<file path="config.mk">
export PLATFORM = sky130hd
export DESIGN_NAME = cpu_boot_ctrl
export DESIGN_NICKNAME = d
export VERILOG_FILES = /design/src/rtl/cpu_boot_ctrl.sv
export SDC_FILE = /design/constraint.sdc
export NUM_CORES = 1
export LEC_CHECK = 0
export BUFFER_PORTS_ARGS = -buffer_cell sky130_fd_sc_hd__buf_2
export CAP_MARGIN = 30
export CORE_UTILIZATION = 40
export CTS_CLUSTER_DIAMETER = 30
export DETAILED_ROUTE_END_ITERATION = 6
export GPL_TIMING_DRIVEN = 0
export PLACE_DENSITY_LB_ADDON = 0.3
export RECOVER_POWER = 25
export SETUP_SLACK_MARGIN = 0.1
export SLEW_MARGIN = 20
export SYNTH_ARGS = -nofsm -noshare
export SYNTH_HDL_FRONTEND = slang
export SYNTH_SLANG_ARGS = --single-unit
</file>
<file path="constraint.sdc">
create_clock -name clk -period 2.65 [get_ports clk]
set_clock_uncertainty 0.15 [all_clocks]
set_input_delay 0.265 -clock clk [delete_from_list [all_inputs] [get_ports clk]]
set_output_delay 0.265 -clock clk [all_outputs]
set_load 0.02 [all_outputs]
</file>
<file path="src/rtl/cpu_boot_ctrl.sv">
// cpu_boot_ctrl
// Boot/run sequencer that sits in front of the cpu. It takes a memory image
// as a stream of words and writes it through the cpu external load ports:
// dmem words first, then imem words. It then raises the cpu enable. While the
// cpu runs, it watches the fetched instruction for the STOP opcode. When STOP
// is seen it freezes the cpu and reports the run length and the test id.
//
// Ports
//   clk          rising-edge clock
//   rst          synchronous reset, active-high
//   start        begin a load+run; only honoured in IDLE or DONE
//   img_valid    image word valid
//   img_data     image word (imem phase uses [31:0])
//   img_ready    image word accepted on img_valid & img_ready
//   instruction  cpu fetched instruction (probe)
//   enable       cpu enable
//   addr_ext     imem load address     wen_ext    imem write strobe
//   ren_ext      imem read strobe (0)  wdata_ext  imem write data
//   addr_ext_2   dmem load address     wen_ext_2  dmem write strobe
//   ren_ext_2    dmem read strobe (0)  wdata_ext_2 dmem write data
//   busy         high in LOAD_D/LOAD_I/GAP/RUN
//   done         high in DONE
//   test_id      instruction[31:28] captured at STOP
//   cycle_count  RUN cycles counted before STOP; saturates at all-ones
module cpu_boot_ctrl #(
  parameter int             DMEM_WORDS  = 128,
  parameter int             IMEM_WORDS  = 128,
  parameter logic [6:0]     STOP_OPCODE = 7'b1111110,
  parameter int             CNT_W       = 32
) (
  input  logic             clk,
  input  logic             rst,
  input  logic             start,
  input  logic             img_valid,
  input  logic [63:0]      img_data,
  output logic             img_ready,
  input  logic [31:0]      instruction,
  output logic             enable,
  output logic [63:0]      addr_ext,
  output logic             wen_ext,
  output logic             ren_ext,
  output logic [31:0]      wdata_ext,
  output logic [63:0]      addr_ext_2,
  output logic             wen_ext_2,
  output logic             ren_ext_2,
  output logic [63:0]      wdata_ext_2,
  output logic             busy,
  output logic             done,
  output logic [3:0]       test_id,
  output logic [CNT_W-1:0] cycle_count
);

  // One spare bit keeps the index wide enough even for single-word images.
  localparam int IDX_W = $clog2((DMEM_WORDS > IMEM_WORDS) ? DMEM_WORDS : IMEM_WORDS) + 1;
  localparam logic [IDX_W-1:0] DMEM_LAST = IDX_W'(DMEM_WORDS - 1);
  localparam logic [IDX_W-1:0] IMEM_LAST = IDX_W'(IMEM_WORDS - 1);

  localparam logic [2:0] S_IDLE   = 3'd0;
  localparam logic [2:0] S_LOAD_D = 3'd1;
  localparam logic [2:0] S_LOAD_I = 3'd2;
  localparam logic [2:0] S_GAP    = 3'd3;
  localparam logic [2:0] S_RUN    = 3'd4;
  localparam logic [2:0] S_DONE   = 3'd5;

  logic [2:0]       state;
  logic [IDX_W-1:0] idx;
  logic             accept;
  logic             stop_seen;
  logic             unused_instr_bits;

  assign img_ready = (state == S_LOAD_D) || (state == S_LOAD_I);
  assign busy      = img_ready || (state == S_GAP) || (state == S_RUN);
  assign done      = (state == S_DONE);
  assign ren_ext   = 1'b0;
  assign ren_ext_2 = 1'b0;

  assign accept    = img_valid && img_ready;
  assign stop_seen = (instruction[6:0] == STOP_OPCODE);

  // Only the opcode and test-id fields of the probe matter here.
  assign unused_instr_bits = ^instruction[27:7];

  // NOTE: all state is updated with non-blocking assignments so that every
  // register samples the values from before the edge, whatever the statement order.
  always_ff @(posedge clk) begin
    if (rst) begin
      state       <= S_IDLE;
      idx         <= '0;
      enable      <= 1'b0;
      addr_ext    <= '0;
      wen_ext     <= 1'b0;
      wdata_ext   <= '0;
      addr_ext_2  <= '0;
      wen_ext_2   <= 1'b0;
      wdata_ext_2 <= '0;
      test_id     <= '0;
      cycle_count <= '0;
    end else begin
      // The write strobes are single-cycle pulses. Address and data hold
      // between accepts within their own load phase. They fall to zero once
      // the registered write that ends the phase has issued.
      wen_ext   <= 1'b0;
      wen_ext_2 <= 1'b0;
      if (state != S_LOAD_D) begin
        addr_ext_2  <= '0;
        wdata_ext_2 <= '0;
      end
      if (state != S_LOAD_I) begin
        addr_ext  <= '0;
        wdata_ext <= '0;
      end

      case (state)
        S_IDLE, S_DONE: begin
          if (start) begin
            state       <= S_LOAD_D;
            idx         <= '0;
            cycle_count <= '0;
          end
        end

        S_LOAD_D: begin
          if (accept) begin
            wen_ext_2   <= 1'b1;
            addr_ext_2  <= 64'(idx) << 3;
            wdata_ext_2 <= img_data;
            if (idx == DMEM_LAST) begin
              state <= S_LOAD_I;
              idx   <= '0;
            end else begin
              idx <= idx + 1'b1;
            end
          end
        end

        S_LOAD_I: begin
          if (accept) begin
            wen_ext   <= 1'b1;
            addr_ext  <= 64'(idx) << 2;
            wdata_ext <= img_data[31:0];
            if (idx == IMEM_LAST) begin
              state <= S_GAP;
              idx   <= '0;
            end else begin
              idx <= idx + 1'b1;
            end
          end
        end

        // The last imem write lands during GAP. The cpu is enabled only after it.
        S_GAP: begin
          state       <= S_RUN;
          enable      <= 1'b1;
          cycle_count <= '0;
        end

        S_RUN: begin
          if (stop_seen) begin
            // The STOP cycle itself is not counted.
            test_id <= instruction[31:28];
            enable  <= 1'b0;
            state   <= S_DONE;
          end else if (cycle_count != {CNT_W{1'b1}}) begin
            cycle_count <= cycle_count + 1'b1;
          end
        end

        default: begin
          state  <= S_IDLE;
          enable <= 1'b0;
        end
      endcase
    end
  end

endmodule

</file>
Word-level counts from Yosys, hierarchy flattened
Cells that the tools add are included.
{ "word_totals": {"regBits": 274, "input_bits": 100, "out_inout_bits": 268, "word_cells": 82} }
{ "op_classes": {"add_sub_neg": 2, "eq_ne": 19, "n_mux": 30, "bitwise_logic": 3, "n_reduce_logical": 17} }
{ "op_table": {"columns": ["op", "count"], "rows": [
  ["$mux W64", 9],
  ["$mux W32", 6],
  ["$pmux W32 S3", 1],
  ["$add A32 B1 Y32 const B", 1],
  ["$ne A32 B32 Y1 const B", 1],
  ["$mux W8", 3],
  ["$mux W3", 6],
  ["$pmux W8 S2", 1],
  ["$pmux W3 S5", 1],
  ["$ne A2 B2 Y1 const B", 5],
  ["$add A8 B1 Y8 const B", 1],
  ["$eq A8 B7 Y1 const B", 1],
  ["$ne A2 B1 Y1 const B", 4],
  ["$reduce_or A2 Y1", 4],
  ["$eq A7 B7 Y1 const B", 1],
  ["$eq A3 B2 Y1 const B", 2],
  ["$eq A3 B3 Y1 const B", 2],
  ["$reduce_and A6 Y1", 1],
  ["$reduce_and A2 Y1", 2],
  ["$reduce_and A4 Y1", 1],
  ["$reduce_or A4 Y1", 1],
  ["$eq A3 B1 Y1 const B", 1],
  ["$logic_not A3 Y1", 1],
  ["$logic_or A1 B1 Y1", 3],
  ["9 further kinds", 12]
]} }

Depth between registers and ports, before layout
Gate-level depths: netlist (run 1).
{ "logic_depth": {"ltp_word": 5, "mapped_depth": 8, "ltp_nobuf": 6} }

Worst setup path before layout (run 1)
Ideal clock, no wire load.
{ "synth_timing": {"path_kind": "register to register", "start": "register cycle_count[1]", "end": "register cycle_count[29]", "setup_ns": 0.122, "arrival_ns": 2.047, "required_ns": 2.378, "setup_slack_ns": 0.331, "stages_incl_launch_ff": 8, "period_less_slack_ns": 2.319, "cell_sequence": "dfxtp_1 ha_1 nand3_1 nor2_1 and4_1 buf_4 nor2_2 a221o_1"} }
{ "synth_between": {"elab_chain_len": 4} }
{ "synth_lines": {"columns": ["element", "line_no", "rtl"], "rows": [
  ["start: declaration", "50", "output logic [CNT_W-1:0] cycle_count"],
  ["start signal: assignment", "164", "cycle_count <= cycle_count + 1'b1;"],
  ["$add A32 B1 Y32", "164", null],
  ["$mux W32", "163", "end else if (cycle_count != {CNT_W{1'b1}}) begin"],
  ["$mux W32", "158", "if (stop_seen) begin"],
  ["$pmux W32 S3", "113", "case (state)"]
]} }
Several ways; a longest one is shown, not always the timed one. The select of a mux whose other input is x is not followed.
A chain may end at the register's enable or synchronous reset.

Worst setup path in the final report (run 1)
{ "layout_timing": {"start": "register state[0]", "end": "register cycle_count[23]"} }
{ "layout_between": {"elab_chain_len": 4} }
{ "layout_lines": {"columns": ["element", "line_no", "rtl"], "rows": [
  ["start: declaration", "65", "logic [2:0] state;"],
  ["start signal: assignment", "87", "state <= S_IDLE;"],
  ["start signal: assignment", "116", "state <= S_LOAD_D;"],
  ["start signal: assignment", "128", "state <= S_LOAD_I;"],
  ["$eq A3 B3 Y1 / $logic_not A3 Y1 (equally long branches)", "113", null],
  ["$reduce_or A2 Y1", "113", null],
  ["$ne A2 B2 Y1 (no line) / $reduce_bool A3 Y1 (equally long branches)", null, null],
  ["$reduce_and A4 Y1 (no line)", null, null]
]} }
Several ways; a longest one is shown, not always the timed one.

==> results of run 1 <==
## metal layers
layer  wire length, um  share of wire  track usage  vias to the layer above
met3              2430          0.084       0.0722                       72
met5                 0              0            0                        -
met1             11500           0.40        0.266                     4108
li1                  -              -            -                     4321
met2             14100           0.49        0.397                      339
met4               956          0.033        0.111                        0
## cell families after synthesis
| logic type | Yosys count | synth area share |
|---|---|---|
| AO/OA/AOI/OAI | 165 | 0.112 |
| XOR/XNOR | 7 | 0.00646 |
| adder cells (fa/ha/maj) | 2 | 0.00264 |
| buffers and inverters | 71 | 0.0327 |
| flip-flops | 274 | 0.578 |
| multiplexers | 35 | 0.0371 |
| other | 1 | 0.000395 |
| AND/OR/NAND/NOR | 430 | 0.231 |
## sequential cells by signal, indices dropped and copies added (netlist names)
signal,count
wen_ext,1
addr_ext_2,64
wdata_ext,32
cycle_count,32
wen_ext_2,1
state,3
enable,1
test_id,4
addr_ext,64
idx,8
wdata_ext_2,64
## cells in the final DEF (no fill, tap or decap), types with 8 or more instances in the layout
cell type / synthesis / layout
clkbuf_1: 44 / 180
clkbuf_16: 0 / 55
mux2i_1: 34 / 34
dlygate4sd3_1: 0 / 69
nand4_1: 12 / 12
inv_1: 8 / 8
nand2_1: 149 / 149
nor3_1: 12 / 11
clkinv_2: 0 / 11
bufinv_16: 0 / 11
buf_2: 8 / 216
a221o_1: 10 / 10
o311ai_0: 12 / 12
nor2_1: 69 / 68
o31ai_1: 10 / 10
nand3_1: 25 / 24
a21oi_1: 94 / 94
and2_1: 113 / 113
dfxtp_1: 274 / 274
## worst max path at each step
stage	from	endpoint	slack (ns)
floorplan	cycle_count[1]	cycle_count[29]	0.33
global placement	cycle_count[1]	cycle_count[24]	0.09
detailed placement	cycle_count[0]	cycle_count[23]	0.05
CTS	state[2]	done	0.17
global route	state[0]	cycle_count[23]	0.08
finish	state[0]	cycle_count[23]	0.18
## critical path, stage by stage, from the launching register on
cell and delay [ns]:
dfxtp_1 0.30, buf_6 0.13, nor3b_1 0.59, and4_1 0.33
and4_1 0.22, buf_4 0.19, nor2_2 0.12, a221o_1 0.32
## power groups by stage
stage	clock network, W	logic [W]	registers [W]
2_1_floorplan	0	0.000233	0.00428
3_3_place_gp	0	0.000433	0.00425
3_5_place_dp	0	0.000434	0.00426
4_1_cts	0.00719	0.000520	0.00418
5_1_grt	0.00741	0.000567	0.00418
6_report	0.00712	0.000523	0.00418
## stage by stage
step,setup WS (ns),hold slack [ns],cell area (um^2)
3_3_place_gp,0.0897,0.286,11600
4_1_cts,0.173,0.125,14200
6_report,0.183,0.152,14100
5_1_grt,0.0801,0.235,14100
2_1_floorplan,0.331,0.262,9490
3_5_place_dp,0.0504,0.288,11600
## area by class of cell
class,instances,area (um^2),share of cell area
Sequential cell,274,5490,0.390
Multi-Input combinational cell,641,3720,0.264
Timing Repair Buffer,412,2240,0.159
Clock buffer,63,1430,0.101
Clock inverter,35,499,0.0355
Tap cell,313,392,0.0278
Buffer,62,283,0.0201
Inverter,9,33.8,0.00240
Antenna cell,1,2.50,0.000178
## repair_timing
item | 4_1_cts | 5_1_grt
hold buffers | 69 | 0
buffers inserted | 0 | 0
setup endpoints to repair | 17 | 68
hold endpoints to repair | 101 | 0
pin swaps | 0 | 1
gates resized for setup | 2 | 12
==> run metrics, run 1 <==
status=finished clean; 1st-pass router iterations=5; Max-Slew Margin vs Limit=0.508; Final Wtd Congestion=0.855; hold_sp=rst; HP Class=input port to flop; via count=8840; input/output buffers=343; Max Slew Vio Count=0; Layout area overhead=48.4%; Site Rows=55; Power per Cell Area=839 mW/mm^2; hold path endpoint=cycle_count[10]; Seq/Total Area, Yosys=0.578; max_cap viols=0; DR iter-0 viols=385; synthesized flop and latch total=274; Max Root-Sink Buffers=3; placed insts=1642; gr usage total=0.233; Setup CP Type=flop to flop; Initial Utilization=0.414; Die H=156 um; Final setup violation count=0; Avg Inst Size Synth=9.63 um^2; Setup TNS Final=0 ns; Congestion Overflow GR=0; Nets=1555; Avg WL per Cell=16.0 um; DR vias/cell=4.88; DRC errors left=0; most numerous cell in the Yosys netlist=dfxtp_1; final hold violations=0; sequential cell fraction of total power=0.354; combinational power share=0.044; share of post-route cells with drive strength above 1=0.225; WP data arrival=2.72 ns; Routed WL=29000 um; clk slew on worst S/H paths=0.04 ns; Tcrit/Tclk final=0.931; Util after Layout=0.614; pin count of the biggest net entering global routing=14; Yosys top cell by area=dfxtp_1; async set-reset flop share out of synthesis=0; core box area=0.0229 mm^2; Post-synth EDFFs=0; Mapped Area=0.00949 mm^2; internal power=0.00929 W; sw frac=0.214; dominant synthesized flop cell=dfxtp_1; Reg2Reg Depth=7; largest cells by area after synthesis=dfxtp_1 (58%), and2_1 (7.5%), nand2_1 (5.9%), a21oi_1 (5.0%), mux2i_1 (3.6%); crit path launch type=flop; critical path peak fanout=10; minimum clock period=2.47 ns; Die Area=0.0243 mm^2; static leakage=5.91 nW; Worst Setup End Kind=flop; clk_lat worst skew=0.54 ns; unrepaired setup endpoints after global routing=yes; H-tree depth=2; CP required=2.90 ns; die width=156 um; Max VDD drop=0.000784 V; Ports=368; top post-synthesis cells by count=dfxtp_1 (274), nand2_1 (149), and2_1 (113), a21oi_1 (94), nor2_1 (69); hold path cells=2; first-pass GRT wire length=45400 um; Clock Power Share=0.602; Antenna Nets Post-Route=0; fin cells=1810; HPWL after DPL=19500 um; share of the synthesized area in the top cell type=0.578; vias in the first global route=8790; net switching power figure=0.00253 W; CTS tree=done; worst r2r src=state[0]; R2R setup slack=0.18 ns; cells after synthesis=985; Num CTS Buffers=53; clock root buffer=clkbuf_16; synth warn=0; post-synth cell types=64; fill count=1969; antenna violations before repair=1; # clock sinks=274; FF-to-FF End=cycle_count[23]; highest clock rate=405 MHz; actual slew at the worst max-slew pin=0.738 ns; PnR Total Power=0.0118 W
No activity file was read; power rests on OpenSTA's default activity.
==> run 2: changes to the inputs <==
CAP_MARGIN = 25   (was 30)
CELL_PAD_IN_SITES_DETAIL_PLACEMENT = 0   (was not set)
CELL_PAD_IN_SITES_GLOBAL_PLACEMENT = 1   (was not set)
CORE_UTILIZATION = 36   (was 40)
==> run 2 against run 1 <==
Hold slack better by 0.066 ns. Sequential power about the same. Cell count up 1.4%. Maximum frequency up 4.5%. Clock-buffer cell count up 2. Sequential cell count unchanged. Sequential share of layout area about the same. Register-to-register slack better by 0.11 ns. Core utilization down 7.3 points. Clock power down 4.9%. Highest routed layer unchanged. Combinational power down 1%. Total power down 3.0%.
==> run metrics, run 2 (synthesis gave the netlist of run 1 again) <==
CP max stage cell=dfxtp_1; post-place setup slack=0.0597 ns; gr usage total=0.199; Routed WL=27900 um; top flop regs=addr_ext x64, addr_ext_2 x64, wdata_ext_2 x64; Worst Slack Setup Final=0.288 ns; final hold violations=0; Crit path max-delay family=simple AND/OR/NAND/NOR gates; Setup CP Type=flop to flop; Max-Slew Margin vs Limit=0.526; WP data arrival=2.62 ns; Avg WL per Cell=15.2 um; CP required=2.91 ns; max_cap viols=0; Ports=368; final instance area=0.0141 mm^2; DR vias/cell=4.66; Setup TNS Final=0 ns; R2R setup slack=0.29 ns; Max VDD drop=0.000565 V; crit path launch type=flop; Tcrit/Tclk final=0.891; Final setup violation count=0; Initial Utilization=0.365; actual slew at the worst max-slew pin=0.712 ns; Site Rows=59; Max Root-Sink Buffers=3; share of post-route cells with drive strength above 1=0.231; status=finished clean; antenna violations before repair=1; crit-path cells=nand4_1 -> nor4_2 -> and4_1 -> buf_4 -> nor2_2 -> a221o_1; most common cell after layout, fill and taps aside=dfxtp_1; most frequent cells in the layout=dfxtp_1 (274), buf_2 (217), clkbuf_1 (176); critical path peak fanout=10; via count=8562; clk slew on worst S/H paths=0.05 ns; FF-to-FF End=cycle_count[25]; dpl cell area=0.0116 mm^2; Die H=164 um; DRC errors left=0; hold path cells=4; max incr delay on CP=0.46 ns; vias in the first global route=8000; CTS tree=done; Layout area overhead=48.3%; HPWL after DPL=19600 um; minimum clock period=2.36 ns; Max Slew Vio Count=0; clock root buffer=clkbuf_16; HP Class=input port to flop; die width=164 um; worst r2r src=cycle_count[9]; Power per Cell Area=815 mW/mm^2; fill count=2457; unrepaired setup endpoints after global routing=yes; Nets=1558; clk_lat worst skew=0.54 ns; 1st-pass router iterations=7; highest clock rate=423 MHz; DR iter-0 viols=434; hold path endpoint=addr_ext[18]; core box area=0.0260 mm^2; first-pass GRT wire length=42400 um; static leakage=5.88 nW; hold_sp=img_valid; Congestion Overflow GR=0; worst path buffer plus inverter count=1; Antenna Nets Post-Route=0; PnR Total Power=0.0115 W; Num CTS Buffers=53; input/output buffers=343; # clock sinks=274; Reg2Reg Depth=6; Final Wtd Congestion=0.773; H-tree depth=2; Die Area=0.0270 mm^2; Worst Setup End Kind=flop; pin count of the biggest net entering global routing=15
==> run 2: cell count changes in the layout (fill, tap and decap cells not counted), sizes merged <==
cell | before | now
clkbuf | 242 | 243
inv | 13 | 16
clkinv | 18 | 16
bufinv | 11 | 6
buf | 226 | 230
clkinvlp | 2 | 5
==> run 2: repair_timing <==
action	4_1_cts	5_1_grt
gates resized for setup	4	14
cloned	0	0
endpoints found under the hold margin	101	0
endpoints found under the setup margin	11	57
setup buffers	0	3
hold buffers	69	0
pin swaps	0	2
==> run 2: worst max path at each step <==
stage,start,depth (start not counted),end,slack [ns]
final,cycle_count[9],6,cycle_count[25],0.29
after global routing,state[1],7,addr_ext[51],0.08
after CTS,state[0],7,cycle_count[16],0.16
after detailed placement,cycle_count[0],7,cycle_count[25],0.06
after global placement,state[0],7,cycle_count[23],0.08
after floorplan,cycle_count[1],7,cycle_count[29],0.33
==> run 2: power breakdown <==
group | internal [W] | switching [W]
Combinational | 0.000215 | 0.000301
Clock | 0.00449 | 0.00228
Sequential | 0.00416 | 0.0000179
Total | 0.00886 | 0.00260
==> run 2: per-layer routing <==
| layer | part of all wire | GRT usage | up-vias |
|---|---|---|---|
| met5 | 0 | 0 | - |
| met4 | 0.018 | 0.0619 | 0 |
| met3 | 0.094 | 0.0808 | 47 |
| met1 | 0.42 | 0.238 | 3886 |
| li1 | - | - | 4320 |
| met2 | 0.47 | 0.323 | 309 |
==> run 2: worst register-to-register path: stages, from the launching register on <==
cell     delay, ns
dfxtp_1       0.46
nand4_1       0.29
nor4_2        0.44
and4_1        0.28
buf_4         0.19
nor2_2        0.12
a221o_1       0.31
==> run 2: final cells by class <==
class	count	area, um^2	area share
Inverter	9	33.8	0.00240
Timing Repair Buffer	415	2260	0.161
Clock buffer	65	1440	0.102
Antenna cell	1	2.50	0.000178
Multi-Input combinational cell	641	3720	0.264
Tap cell	335	419	0.0298
Sequential cell	274	5490	0.390
Clock inverter	34	417	0.0296
Buffer	62	285	0.0203
==> run 2: stage by stage <==
stage           util  hold slack (ns)  cells
2_1_floorplan      -            0.262    986
3_3_place_gp   0.447            0.286   1664
3_5_place_dp   0.447            0.288   1664
5_1_grt        0.541            0.247   1835
4_1_cts        0.546            0.201   1832
6_report       0.541            0.218   1836
